$ cat src/rtl/apu_core_arbiter.sv
// apu_core_arbiter: merges the APU request ports of NB_CORES cores onto one
// shared unit with locked round-robin arbitration. An in-order ID FIFO steers
// each unit result back to the core that issued it.
module apu_core_arbiter #(
    parameter int unsigned NB_CORES = 8,
    parameter int unsigned NARGS    = 3,
    parameter int unsigned WOP      = 6,
    parameter int unsigned NDSFLAGS = 13,
    parameter int unsigned NUSFLAGS = 7,
    parameter int unsigned DEPTH    = 4
) (
    input  logic                             clk_i,
    input  logic                             rst_ni,

    input  logic [NB_CORES-1:0]              core_req_i,
    output logic [NB_CORES-1:0]              core_gnt_o,
    input  logic [NB_CORES*WOP-1:0]          core_op_i,
    input  logic [NB_CORES*NARGS*32-1:0]     core_operands_i,
    input  logic [NB_CORES*NDSFLAGS-1:0]     core_flags_i,
    output logic [NB_CORES-1:0]              core_rvalid_o,
    output logic [31:0]                      core_result_o,
    output logic [NUSFLAGS-1:0]              core_rflags_o,

    output logic                             unit_req_o,
    input  logic                             unit_gnt_i,
    output logic [WOP-1:0]                   unit_op_o,
    output logic [NARGS*32-1:0]              unit_operands_o,
    output logic [NDSFLAGS-1:0]              unit_flags_o,
    input  logic                             unit_rvalid_i,
    input  logic [31:0]                      unit_result_i,
    input  logic [NUSFLAGS-1:0]              unit_rflags_i,

    output logic [$clog2(DEPTH):0]           outstanding_o
);

    localparam int unsigned IDX_W  = (NB_CORES > 1) ? $clog2(NB_CORES) : 1;
    localparam int unsigned PTR_W  = (DEPTH > 1) ? $clog2(DEPTH) : 1;
    localparam int unsigned CNT_W  = $clog2(DEPTH) + 1;
    localparam int unsigned OPND_W = NARGS * 32;

    // Arbitration state
    logic [IDX_W-1:0] rr_q, rr_d;
    logic             lock_q, lock_d;
    logic [IDX_W-1:0] sel_q, sel_d;

    // ID FIFO state
    logic [IDX_W-1:0] id_mem [DEPTH];
    logic [PTR_W-1:0] wr_ptr_q, wr_ptr_d;
    logic [PTR_W-1:0] rd_ptr_q, rd_ptr_d;
    logic [CNT_W-1:0] count_q, count_d;

    // Combinational helpers
    logic [IDX_W-1:0] arb_idx;
    logic             arb_found;
    logic [31:0]      cand;
    logic [IDX_W-1:0] cand_idx;
    logic [IDX_W-1:0] sel;
    logic             fifo_full;
    logic             fifo_empty;
    logic             can_accept;
    logic             push;
    logic             pop;
    logic [IDX_W-1:0] head_id;

    assign fifo_full  = (count_q == CNT_W'(DEPTH));
    assign fifo_empty = (count_q == '0);
    assign can_accept = !fifo_full || unit_rvalid_i;
    assign unit_req_o = (|core_req_i) && can_accept;
    assign push       = unit_req_o && unit_gnt_i;
    assign pop        = unit_rvalid_i && !fifo_empty;
    assign head_id    = id_mem[rd_ptr_q];
    assign sel        = lock_q ? sel_q : arb_idx;

    assign core_result_o = unit_result_i;
    assign core_rflags_o = unit_rflags_i;
    assign outstanding_o = count_q;

    // Round-robin search: first requester at or after rr_q, wrapping upward
    always_comb begin
        arb_idx   = rr_q;
        arb_found = 1'b0;
        cand      = '0;
        cand_idx  = '0;
        for (int unsigned i = 0; i < NB_CORES; i++) begin
            cand     = (32'(rr_q) + i) % NB_CORES;
            cand_idx = IDX_W'(cand);
            if (!arb_found && core_req_i[cand_idx]) begin
                arb_idx   = cand_idx;
                arb_found = 1'b1;
            end
        end
    end

    // Payload mux toward the unit and one-hot grant back to the cores
    always_comb begin
        unit_op_o       = '0;
        unit_operands_o = '0;
        unit_flags_o    = '0;
        core_gnt_o      = '0;
        for (int unsigned k = 0; k < NB_CORES; k++) begin
            if (sel == IDX_W'(k)) begin
                unit_op_o       = core_op_i[k*WOP +: WOP];
                unit_operands_o = core_operands_i[k*OPND_W +: OPND_W];
                unit_flags_o    = core_flags_i[k*NDSFLAGS +: NDSFLAGS];
                core_gnt_o[k]   = push;
            end
        end
    end

    // Result routing to the core at the FIFO head; stray results are dropped
    always_comb begin
        core_rvalid_o = '0;
        for (int unsigned k = 0; k < NB_CORES; k++) begin
            if (pop && (head_id == IDX_W'(k))) begin
                core_rvalid_o[k] = 1'b1;
            end
        end
    end

    // Next state for pointer, lock and FIFO bookkeeping
    always_comb begin
        rr_d     = rr_q;
        lock_d   = lock_q;
        sel_d    = sel_q;
        wr_ptr_d = wr_ptr_q;
        rd_ptr_d = rd_ptr_q;
        count_d  = count_q;

        if (push) begin
            lock_d = 1'b0;
            rr_d   = (sel == IDX_W'(NB_CORES - 1)) ? '0 : sel + IDX_W'(1);
        end else if (unit_req_o) begin
            // Hold the selection so the payload stays stable until granted
            lock_d = 1'b1;
            sel_d  = sel;
        end

        if (push) begin
            wr_ptr_d = wr_ptr_q + PTR_W'(1);
        end
        if (pop) begin
            rd_ptr_d = rd_ptr_q + PTR_W'(1);
        end
        if (push && !pop) begin
            count_d = count_q + CNT_W'(1);
        end else if (!push && pop) begin
            count_d = count_q - CNT_W'(1);
        end
    end

    // Arbitration and FIFO pointer registers
    always_ff @(posedge clk_i or negedge rst_ni) begin
        if (!rst_ni) begin
            rr_q     <= '0;
            lock_q   <= 1'b0;
            sel_q    <= '0;
            wr_ptr_q <= '0;
            rd_ptr_q <= '0;
            count_q  <= '0;
        end else begin
            rr_q     <= rr_d;
            lock_q   <= lock_d;
            sel_q    <= sel_d;
            wr_ptr_q <= wr_ptr_d;
            rd_ptr_q <= rd_ptr_d;
            count_q  <= count_d;
        end
    end

    // ID FIFO storage: granted core index written at the tail on each transfer
    always_ff @(posedge clk_i or negedge rst_ni) begin
        if (!rst_ni) begin
            for (int unsigned i = 0; i < DEPTH; i++) begin
                id_mem[i] <= '0;
            end
        end else if (push) begin
            id_mem[wr_ptr_q] <= sel;
        end
    end

    // Flag a result that arrives with nothing outstanding
    always_ff @(posedge clk_i) begin
        if (rst_ni) begin
            assert (!(unit_rvalid_i && fifo_empty))
                else $warning("apu_core_arbiter: unit result with no outstanding transfer dropped");
        end
    end

endmodule

$ cat config.mk
export PLATFORM = sky130hd
export DESIGN_NAME = apu_core_arbiter
export DESIGN_NICKNAME = d
export VERILOG_FILES = /design/src/rtl/apu_core_arbiter.sv
export SDC_FILE = /design/constraint.sdc
export NUM_CORES = 1
export LEC_CHECK = 0
export ABC_AREA = 1
export BUFFER_PORTS_ARGS = -buffer_cell sky130_fd_sc_hd__clkbuf_2
export CAP_MARGIN = 15
export CORE_AREA = 2 2 448 450
export CTS_CLUSTER_SIZE = 8
export DETAILED_ROUTE_END_ITERATION = 8
export DIE_AREA = 0 0 450 452
export GPL_ROUTABILITY_DRIVEN = 0
export PLACE_DENSITY = 0.33
export RECOVER_POWER = 50
export SKIP_LAST_GASP = 1
export SLEW_MARGIN = 20
export SYNTH_ARGS = -nofsm -noshare
export SYNTH_HDL_FRONTEND = slang
export SYNTH_SLANG_ARGS = --single-unit
$ cat constraint.sdc
create_clock -name clk_i -period 5.2 [get_ports clk_i]
set_input_delay 0.26 -clock clk_i [delete_from_list [all_inputs] [get_ports clk_i]]
set_output_delay 0.26 -clock clk_i [all_outputs]
set_load 0.02 [all_outputs]
==> impl_metrics.env <==
export IMPL_met2_usage_pct=25.8
export IMPL_cts_tree="yes"
export IMPL_synth_top_cells_by_area="nand2_1, inv_1, nand4_1"
export IMPL_synth_edff_count=0
export IMPL_worst_setup_path_type="flip-flop to output port"
export IMPL_initial_core_util_pct=7.93
export IMPL_cpMaxStageDelayCell="dfrtp_1"
export IMPL_yosys_cell_types_count=38
export IMPL_worstReg2RegStart="rr_q[0]"
export IMPL_violations="max-capacitance violations, max-slew violations"
export IMPL_grt_use_met1_pct=15.1
export IMPL_hold_path_class="primary input to asynchronous set/reset pin"
export IMPL_die_area_sq_mm=0.203
export IMPL_grt_setup_unrepaired="true"
export IMPL_fin_util_pct=12.6
export IMPL_yosys_area_top_type="nand2_1"
export IMPL_fp_dieW_um=450
export IMPL_clk_path_buf_depth=2
export IMPL_dpl_worst_slack_ns=0.356
export IMPL_wl_um=145000
export IMPL_fmax_mhz=205
export IMPL_cpMostUsedCell="nand2_1"
export IMPL_hold_violations=0
export IMPL_worstMarginPinSlew_ns=1.57
export IMPL_r2r_setup_slack_ns=1.41
export IMPL_first_pass_iters=8
export IMPL_report_final_slew_viol_count=27
export IMPL_grtUsageTotal_pct=13.4
export IMPL_slew_headroom_pct=-4.59
export IMPL_grt_use_met3_pct=2.63
export IMPL_critPathArrivalTime_ns=4.63
export IMPL_placedInstanceArea_sq_mm=0.0249
export IMPL_htree_levels=1
export IMPL_ios=1145
export IMPL_crit_required_ns=4.94
export IMPL_die_h_um=452
export IMPL_finalNetCount=5269
export IMPL_cts_hold_buf=0
export IMPL_path_clk_slew_ns=0.07
export IMPL_cp_start_kind="flip-flop"
export IMPL_final_area_sq_mm=0.0251
export IMPL_numPortBuffers=1066
export IMPL_postSynthAreaPerCell_sq_um=4.66
export IMPL_synth_area_sq_mm=0.0157
export IMPL_cts_sinks=26
export IMPL_routed_via_density=3.59
export IMPL_hold_slack_ns=0.382
export IMPL_drive_above_1_share_pct=30.2
export IMPL_cp_end_kind="output port"
export IMPL_antenna_found_initial=65
export IMPL_wl_per_cell_um=20.8
export IMPL_grt_ovfl_total=0
export IMPL_clockRootBuffer="clkbuf_16"
export IMPL_path_max_fanout=48
export IMPL_clkLatencyLatePin_ns=0.27
export IMPL_reg2reg_depth=21
export IMPL_synth_main_ff_cell="dfrtp_1"
export IMPL_syn2layout_area_growth_pct=59.3
export IMPL_synth_commonest_cells="nand2_1, inv_1, nand4_1"
export IMPL_synthArstFlopShare_pct=100
export IMPL_synth_top_area_share_pct=26.9
export IMPL_worst_clock_skew_ns=0.00856
export IMPL_status="complete, but fails checks"
export IMPL_cp_slowest_stage_delay_ns=0.39
export IMPL_timing_final_ws_setup_ns=0.312
export IMPL_cts_buffers=3
export IMPL_syn_nets=4365
export IMPL_detail_route_antenna_nets=0
export IMPL_grt_pass1_vias=24153
export IMPL_core_area_sq_mm=0.199
export IMPL_r2r_end="rr_q[1]"
export IMPL_busiest_layer="met2"
export IMPL_ys_warn_count=0
export IMPL_synth_most_common_cell="nand2_1"
export IMPL_maxCapViolCount=1
export IMPL_ys_ff_latch=26
export IMPL_fin_crit_ns=4.89
export IMPL_fin_crit_sh_pct=94.0
export IMPL_rows=164
export IMPL_vias=25012
export IMPL_seq_area_frac_synth_pct=4.13
export IMPL_drt_iter0_markers=1702
export IMPL_grt_first_pass_wirelength_um=194000
export IMPL_setup_viol=0
export IMPL_hpwl_um=125000
export IMPL_grt_max_degree=97
export IMPL_drc=0
export IMPL_synthCells=3381
==> cell usage in the layout, fill, tap and decap left out, types with 2 or more instances in the layout <==
cell	count
o21ai_0	209
inv_1	689
xor2_1	5
a21oi_1	123
dfrtp_1	26
inv_2	33
o21ai_1	29
buf_4	91
ha_1	7
o211ai_1	3
nand4_1	346
nor2_4	3
nand2_8	5
nand2_4	2
buf_6	8
nor2_1	141
clkbuf_16	3
nand2_1	1123
inv_6	3
nand3_1	260
clkbuf_2	1036
clkbuf_1	18
nand3_2	2
nor4_1	3
ha_4	4
buf_12	65
nand2_2	7
o21ai_2	20
a32oi_1	2
diode_2	23
==> cell families after synthesis <==
logic type                 after synthesis  share of synthesized area [%]
and+or+nand+nor                       1897                           53.5
DFF                                     26                           4.13
xor gates and xnor gates                 8                          0.445
AOI/OAI and AO/OA                      389                           13.0
muxes                                    1                         0.0715
buffers and inverters                 1047                           27.8
adders and majority gates               13                           1.08
==> worst max-delay path, delay by kind of cell (launching register included) <==
kind	cells	cell delay, ns
AND/OR/NAND/NOR	14	1.34
buffers and inverters	5	1.05
AO/OA/AOI/OAI	6	0.85
adder cells (fa/ha/maj)	2	0.48
flip-flops	1	0.39
XOR/XNOR	1	0.23
==> how the worst max path moves through the flow <==
stage,start,to,slack [ns],depth (start not counted)
finish,rr_q[0],unit_operands_o[58],0.31,28
CTS,rr_q[1],unit_flags_o[11],0.05,29
floorplan,rr_q[0],unit_operands_o[69],0.69,34
global placement,rr_q[1],unit_flags_o[11],0.27,29
detailed placement,rr_q[1],unit_flags_o[11],0.36,29
global route,rr_q[1],unit_op_o[2],-0.02,29
==> what timing repair did <==
| item | 4_1_cts | 5_1_grt |
|---|---|---|
| buffers inserted | 0 | 1 |
| gates resized for setup | 0 | 20 |
| endpoints found under the setup margin | 0 | 78 |
==> layout make-up <==
| cell class | instances | area (sq um) |
|---|---|---|
| well taps | 2656 | 3320 |
| multi-input cells | 2308 | 10900 |
| flip-flops and latches | 26 | 651 |
| clock buffers | 3 | 75.1 |
| fillers | 23913 | 174000 |
| diodes | 23 | 57.6 |
| clock inverters | 1 | 30.0 |
| inverters | 726 | 2740 |
| repair buffers | 1220 | 7340 |
==> layer usage <==
metal,share of wire [%],up-vias
li1,-,12339
met1,38,11581
met2,54,938
met3,6.4,138
met4,2.0,16
met5,0.079,-
==> stage by stage <==
step / std cells / setup TNS (ns)
after floorplan: 3381 / 0
after global placement: 6935 / 0
after global routing: 6955 / -0.0471
final: 6963 / 0
after detailed placement: 6935 / 0
after CTS: 6939 / 0
==> registers in the layout, summed over array words and instances (netlist names) <==
register and cells:
rd_ptr_q 2, id_mem 12, sel_q 3, lock_q 1, outstanding_o 3, wr_ptr_q 2, rr_q 3
Power is left out: the tool's default activity adds up to more than one toggle a clock period on the data nets, which glitch-free logic cannot reach.
